===== config.mk =====
export PLATFORM = sky130hd
export DESIGN_NAME = crc_check
export DESIGN_NICKNAME = d
export VERILOG_FILES = /design/src/rtl/crc_check_pkg.sv /design/src/rtl/crc_gen.sv /design/src/rtl/crc_check.sv
export SDC_FILE = /design/constraint.sdc
export NUM_CORES = 2
export LEC_CHECK = 0
export ABC_CLOCK_PERIOD_IN_PS = 113100
export CORE_AREA = 2 2 343 345
export DETAILED_ROUTE_END_ITERATION = 7
export DIE_AREA = 0 0 345 347
export HOLD_SLACK_MARGIN = 0.06
export PLACE_DENSITY_LB_ADDON = 0.15
export SYNTH_ARGS = -nofsm -noshare
export SYNTH_HDL_FRONTEND = slang
export SYNTH_SLANG_ARGS = --single-unit

===== constraint.sdc =====
create_clock -name clk -period 113.1 [get_ports clk]
set_clock_uncertainty 0.05 [all_clocks]
set_input_delay 22.62 -clock clk [delete_from_list [all_inputs] [get_ports clk]]
set_output_delay 22.62 -clock clk [all_outputs]
set_load 0.02 [all_outputs]

===== src/rtl/crc_check_pkg.sv =====
// Shared types and helpers for the receive-side CRC checker.
package crc_check_pkg;

  typedef enum logic {
    IDLE   = 1'b0,
    IN_PKT = 1'b1
  } state_t;

  // The check result trails the last flit by the engine pipeline plus this many cycles.
  localparam int unsigned CHK_LAT_BASE = 2;

  function automatic logic [63:0] sat_inc(input logic [63:0] v, input int unsigned w);
    logic [63:0] max_v;
    max_v = (w >= 64) ? '1 : ((64'd1 << w) - 64'd1);
    return (v >= max_v) ? max_v : v + 64'd1;
  endfunction

endpackage


===== src/rtl/crc_gen.sv =====
// Flit-parallel CRC engine: per-packet CRC, result strobed PIPE_LVL+1 cycles after the last flit.
module crc_gen #(
  parameter int unsigned            DWIDTH    = 512,
  parameter int unsigned            CRC_WIDTH = 16,
  parameter int unsigned            PIPE_LVL  = 0,
  parameter logic [CRC_WIDTH-1:0]   CRC_POLY  = 16'hda5f,
  parameter logic [CRC_WIDTH-1:0]   INIT      = '0,
  parameter logic [CRC_WIDTH-1:0]   XOR_OUT   = '0,
  parameter logic                   REFIN     = 1'b0,
  parameter logic                   REFOUT    = 1'b0
) (
  input  logic                 clk,
  input  logic                 rst,
  input  logic [DWIDTH-1:0]    din,
  input  logic                 flitEn,
  input  logic                 dlast,
  output logic [CRC_WIDTH-1:0] crc_out,
  output logic                 crc_out_vld
);

  localparam int unsigned NBYTES = DWIDTH / 8;

  logic [CRC_WIDTH-1:0]             crc_q, crc_nxt, crc_rev, crc_fin;
  logic [PIPE_LVL:0][CRC_WIDTH-1:0] pipe_crc;
  logic [PIPE_LVL:0]                pipe_vld;

  // Bytes are consumed first-transmitted first (top of din), each MSB-first after optional reflection.
  function automatic logic [CRC_WIDTH-1:0] crc_step(input logic [CRC_WIDTH-1:0] c,
                                                    input logic [DWIDTH-1:0] d);
    logic [CRC_WIDTH-1:0] r;
    logic [7:0]           b;
    logic                 fb;
    r = c;
    for (int i = 0; i < NBYTES; i++) begin
      b = d[DWIDTH-1-8*i -: 8];
      if (REFIN) b = {<<{b}};
      for (int j = 7; j >= 0; j--) begin
        fb = r[CRC_WIDTH-1] ^ b[j];
        r  = {r[CRC_WIDTH-2:0], 1'b0};
        if (fb) r = r ^ CRC_POLY;
      end
    end
    return r;
  endfunction

  always_comb begin
    crc_nxt = crc_step(crc_q, din);
    crc_rev = {<<{crc_nxt}};
    crc_fin = (REFOUT ? crc_rev : crc_nxt) ^ XOR_OUT;
  end

  always_ff @(posedge clk) begin
    if (rst) begin
      crc_q    <= INIT;
      pipe_crc <= '0;
      pipe_vld <= '0;
    end else begin
      if (flitEn) crc_q <= dlast ? INIT : crc_nxt;
      pipe_vld[0] <= flitEn & dlast;
      if (flitEn & dlast) pipe_crc[0] <= crc_fin;
      for (int k = 1; k <= PIPE_LVL; k++) begin
        pipe_vld[k] <= pipe_vld[k-1];
        pipe_crc[k] <= pipe_crc[k-1];
      end
    end
  end

  assign crc_out     = pipe_crc[PIPE_LVL];
  assign crc_out_vld = pipe_vld[PIPE_LVL];

endmodule


===== src/rtl/crc_check.sv =====
// RX CRC checker: recomputes the packet CRC, compares with the delivered FCS, keeps statistics.
module crc_check
  import crc_check_pkg::*;
#(
  parameter int unsigned          DWIDTH    = 512,
  parameter int unsigned          CRC_WIDTH = 16,
  parameter int unsigned          PIPE_LVL  = 0,
  parameter logic [CRC_WIDTH-1:0] CRC_POLY  = 16'hda5f,
  parameter logic [CRC_WIDTH-1:0] INIT      = '0,
  parameter logic [CRC_WIDTH-1:0] XOR_OUT   = '0,
  parameter logic                 REFIN     = 1'b0,
  parameter logic                 REFOUT    = 1'b0,
  parameter int unsigned          CNT_WIDTH = 32
) (
  input  logic                 clk,
  input  logic                 rst,
  input  logic [DWIDTH-1:0]    din,
  input  logic                 flitEn,
  input  logic                 dlast,
  input  logic [CRC_WIDTH-1:0] crc_in,
  input  logic                 stat_clr,
  output logic                 chk_vld,
  output logic                 chk_ok,
  output logic                 chk_err,
  output logic                 err_sticky,
  output logic [CNT_WIDTH-1:0] pkt_cnt,
  output logic [CNT_WIDTH-1:0] err_cnt,
  output logic [15:0]          beat_cnt
);

  localparam int unsigned CHK_LAT = PIPE_LVL + CHK_LAT_BASE;
  localparam int unsigned FW      = $clog2(CHK_LAT + 1);

  logic [CRC_WIDTH-1:0]             crc_out;
  logic                             crc_out_vld;
  logic [PIPE_LVL:0][CRC_WIDTH-1:0] fcs_dly;
  logic [FW-1:0]                    flush_cnt;
  logic                             res_take, crc_match;
  state_t                           state, state_nxt;
  logic [15:0]                      beat_q, beat_nxt, beat_cnt_nxt;

  crc_gen #(
    .DWIDTH(DWIDTH), .CRC_WIDTH(CRC_WIDTH), .PIPE_LVL(PIPE_LVL), .CRC_POLY(CRC_POLY),
    .INIT(INIT), .XOR_OUT(XOR_OUT), .REFIN(REFIN), .REFOUT(REFOUT)
  ) u_crc_gen (
    .clk(clk), .rst(rst), .din(din), .flitEn(flitEn), .dlast(dlast),
    .crc_out(crc_out), .crc_out_vld(crc_out_vld)
  );

  // Head stage captures the FCS; the rest advance every cycle to track the engine pipeline.
  always_ff @(posedge clk) begin
    if (rst) begin
      fcs_dly <= '0;
    end else begin
      if (flitEn & dlast) fcs_dly[0] <= crc_in;
      for (int k = 1; k <= PIPE_LVL; k++) fcs_dly[k] <= fcs_dly[k-1];
    end
  end

  assign crc_match = (crc_out == fcs_dly[PIPE_LVL]);
  assign res_take  = crc_out_vld & (flush_cnt == '0);

  always_ff @(posedge clk) begin
    if (rst) begin
      flush_cnt <= FW'(CHK_LAT - 1);
      chk_vld   <= 1'b0;
      chk_ok    <= 1'b0;
      chk_err   <= 1'b0;
    end else begin
      if (flush_cnt != '0) flush_cnt <= flush_cnt - FW'(1);
      chk_vld <= res_take;
      chk_ok  <= res_take & crc_match;
      chk_err <= res_take & ~crc_match;
    end
  end

  always_comb begin
    state_nxt    = state;
    beat_nxt     = beat_q;
    beat_cnt_nxt = beat_cnt;
    case (state)
      IDLE: begin
        if (flitEn) begin
          if (dlast) begin
            beat_cnt_nxt = 16'd1;
          end else begin
            state_nxt = IN_PKT;
            beat_nxt  = 16'd1;
          end
        end
      end
      IN_PKT: begin
        if (flitEn) begin
          if (dlast) begin
            state_nxt    = IDLE;
            beat_nxt     = '0;
            beat_cnt_nxt = 16'(sat_inc(64'(beat_q), 16));
          end else begin
            beat_nxt = 16'(sat_inc(64'(beat_q), 16));
          end
        end
      end
      default: state_nxt = IDLE;
    endcase
  end

  always_ff @(posedge clk) begin
    if (rst) begin
      state    <= IDLE;
      beat_q   <= '0;
      beat_cnt <= '0;
    end else begin
      state    <= state_nxt;
      beat_q   <= beat_nxt;
      beat_cnt <= beat_cnt_nxt;
    end
  end

  // A clear coinciding with a result wins; that result is not counted.
  always_ff @(posedge clk) begin
    if (rst || stat_clr) begin
      pkt_cnt    <= '0;
      err_cnt    <= '0;
      err_sticky <= 1'b0;
    end else if (chk_vld) begin
      pkt_cnt <= CNT_WIDTH'(sat_inc(64'(pkt_cnt), CNT_WIDTH));
      if (chk_err) begin
        err_cnt    <= CNT_WIDTH'(sat_inc(64'(err_cnt), CNT_WIDTH));
        err_sticky <= 1'b1;
      end
    end
  end

endmodule


==> qor.txt <==
largest net degree at the start of global routing = 66
routed vias/inst = 5.61
RR Startpoint = u_crc_gen.crc_q[13]
Syn Inst Count = 4776
vias in the first global route = 40500
minimum clock period = 83.05 ns
endpoints failing setup = 0
Tcrit/Tclk final = 73.4%
Area Growth Syn to Fin = 12.3%
Max-slew headroom = 15.3%
Fmax achieved = 12.0 MHz
met1 Use GR = 41.6%
kind of end point of the critical path = flop
total CTS buffers = 17
smallest hold slack = 0.403 ns
drt drc = 0
Final Hold Vio Count = 0
Startpoint Class = input pin
RR Endpoint = u_crc_gen.crc_q[11]
htree depth = 4
CTS-repair resized insts = 0
GRT Max-Usage Layer = met2
Max Root-Sink Buffers = 2
port buffer count = 616
hold path start = u_crc_gen.crc_out_vld
Clock transition at path regs = 0.07 ns
Final Non-Filler Cells = 6920
standard-cell rows = 125
CP max-delay cell = xnor3_1
Initial Util = 59.6%
ys async rst share = 0%
final antenna-violating net count = 0
Critical Path RT = 113.35 ns
NumNets Final = 5902
area of the mapped netlist = 69000 µm²
routed vias = 38800
EDFF count, synth = 0
max incr delay on CP = 0.85 ns
Hold Crit Class = flop to flop
final wirelength = 185000 µm
met3 usage in global routing = 5.50%
Seq cells post-synth = 152
total stage count of the critical path = 122
syn_nets = 5313
routing usage on met2 = 50.6%
wire per inst = 26.7 µm
die area = 120000 µm²
Buf/Inv on CP = 1
Top FF cell, synth = dfxtp_1
dpl ws = 30.09 ns
worst setup path class = input pin to flop
CP Data Arrival Time = 83.29 ns
Max Fanout on Critical Path = 10
Ys Warns = 0
Worst path most repeated cell = xnor3_1
Reg2Reg Depth = 121
status = finished, final reports clean
first-pass GRT wire length = 271000 µm
initial antenna violation count = 41
core outline area = 116000 µm²
gr ovfl total = 0
hold-critical path endpoint = chk_ok
Die H = 347 µm
GP Congestion = 0.970
worst setup slack after layout = 30.05 ns
WHS Path Cells = 2
unrepaired setup endpoints after global routing = false
top cells by count, synth = xnor2_1, xnor3_1, xor2_1
Max Cap Violations = 0
Horiz. Die Dim = 345 µm
dominant cell type by area after synthesis = xnor3_1
initial drt markers = 2977
Detail Placement HPWL = 161000 µm
Slew Limit Fails = 0
global-route usage over all layers = 30.5%
worst slew pin tran = 1.26 ns
Netlist cell types = 49
layout cells sized above 1 = 8.05%
Final TNS setup = 0 ns
Synth top area share = 44.5%
synthesized area per cell = 14.4 µm²
Seq/Total Area, Yosys = 4.41%
Hold-fix buffers, CTS = 0
CTS tree = built
top post-synthesis cells by area = xnor3_1, xnor2_1, xor3_1, xor2_1, dfxtp_1
Inst Count DP = 6870
clk root buf = clkbuf_16
Pre-antenna DRT Iters = 5
CP top delay family = XOR/XNOR gates
most numerous cell in the Yosys netlist = xnor2_1
later-pin clock latency in the skew report = 0.42 ns
Worst R2R Setup Slack = 52.42 ns
Setup Fix Bufs, Post-CTS = 0
IO Pins = 617
clock sinks = 152
metal layers:
metal / wire [µm] / vias to the layer above / share of wire (%)
met5: 295 / - / 0.16
met4: 5360 / 48 / 2.9
met3: 14200 / 226 / 7.7
met2: 88500 / 1402 / 48
met1: 76700 / 19500 / 41
li1: - / 17600 / -
kinds of logic (layout without fill, tap and decap cells):
logic type,after synthesis,in the layout,synth area share [%]
fa+ha+maj,4,4,0.0726
buf+inv,69,670,0.454
other cells,0,19,0
simple gates,225,225,1.52
compound gates,170,170,1.58
xor+xnor,4154,4154,91.9
flops,152,152,4.41
mux,2,2,0.0290
layout by cell type, fill, tap and decap left out, types with 5 or more instances in the layout:
cell / Yosys / final
clkdlybuf4s50_1: 0 / 616
xor2_1: 670 / 670
buf_4: 10 / 8
and2_1: 5 / 5
clkbuf_16: 0 / 17
a22o_1: 40 / 40
nor2_1: 71 / 71
diode_2: 0 / 19
xor3_2: 26 / 26
xnor2_1: 1471 / 1471
xor2_2: 65 / 65
and3_1: 17 / 17
a22oi_1: 17 / 17
dfxtp_1: 152 / 152
nand3_1: 36 / 36
xnor3_1: 1362 / 1362
nand4_1: 10 / 10
xnor2_2: 159 / 159
nand2_1: 56 / 56
xnor3_2: 102 / 102
xor2_4: 10 / 10
and4_1: 6 / 6
o21ai_0: 18 / 18
xor3_1: 261 / 261
a21oi_1: 74 / 73
xnor2_4: 28 / 28
a21boi_0: 5 / 5
nor3_1: 10 / 10
inv_1: 13 / 13
worst reg2reg max path: cells and delay by family (launching register included):
kind / cells / cell delay, ns
XOR/XNOR: 119 / 59.95
AO/OA/AOI/OAI: 1 / 0.16
AND/OR/NAND/NOR: 1 / 0.05
flip-flops: 1 / 0.37
area by class of cell:
type | count | area [µm²]
multi-input combinational | 4555 | 65600
inverter | 15 | 56.3
antenna | 19 | 47.5
timing repair buffer | 624 | 6230
clock buffer | 21 | 480
sequential | 152 | 3040
fill | 8461 | 38300
tap | 1524 | 1910
clock inverter | 10 | 83.8
worst max-delay path by stage:
stage	end	start	slack (ns)
final	u_crc_gen.crc_q[11]	din[508]	30.05
after global placement	u_crc_gen.crc_q[11]	din[508]	30.55
after detailed placement	u_crc_gen.crc_q[11]	din[508]	30.09
after floorplan	u_crc_gen.crc_q[12]	din[508]	39.69
after global routing	u_crc_gen.crc_q[11]	din[508]	28.10
after CTS	u_crc_gen.crc_q[11]	din[508]	30.35
registers in the layout, indices dropped and copies added (netlist names), named ones only:
name and flops:
flush_cnt 2, u_crc_gen.crc_q 16, u_crc_gen.crc_out 16, u_crc_gen.crc_out_vld 1, pkt_cnt 32, chk_ok 1
err_cnt 32, chk_err 1, beat_cnt 16, fcs_dly 16, chk_vld 1, beat_q 16
err_sticky 1
per-stage QoR:
step / utilization, % / area [µm²]
global placement: 66.4 / 76800
global route: 66.9 / 77500
CTS: 66.9 / 77400
detailed placement: 66.4 / 76800
finish: 66.9 / 77500
floorplan: - / 69000
Power is not shown: default switching activity piles up to over one toggle a cycle in this logic, so the estimate is an artifact.
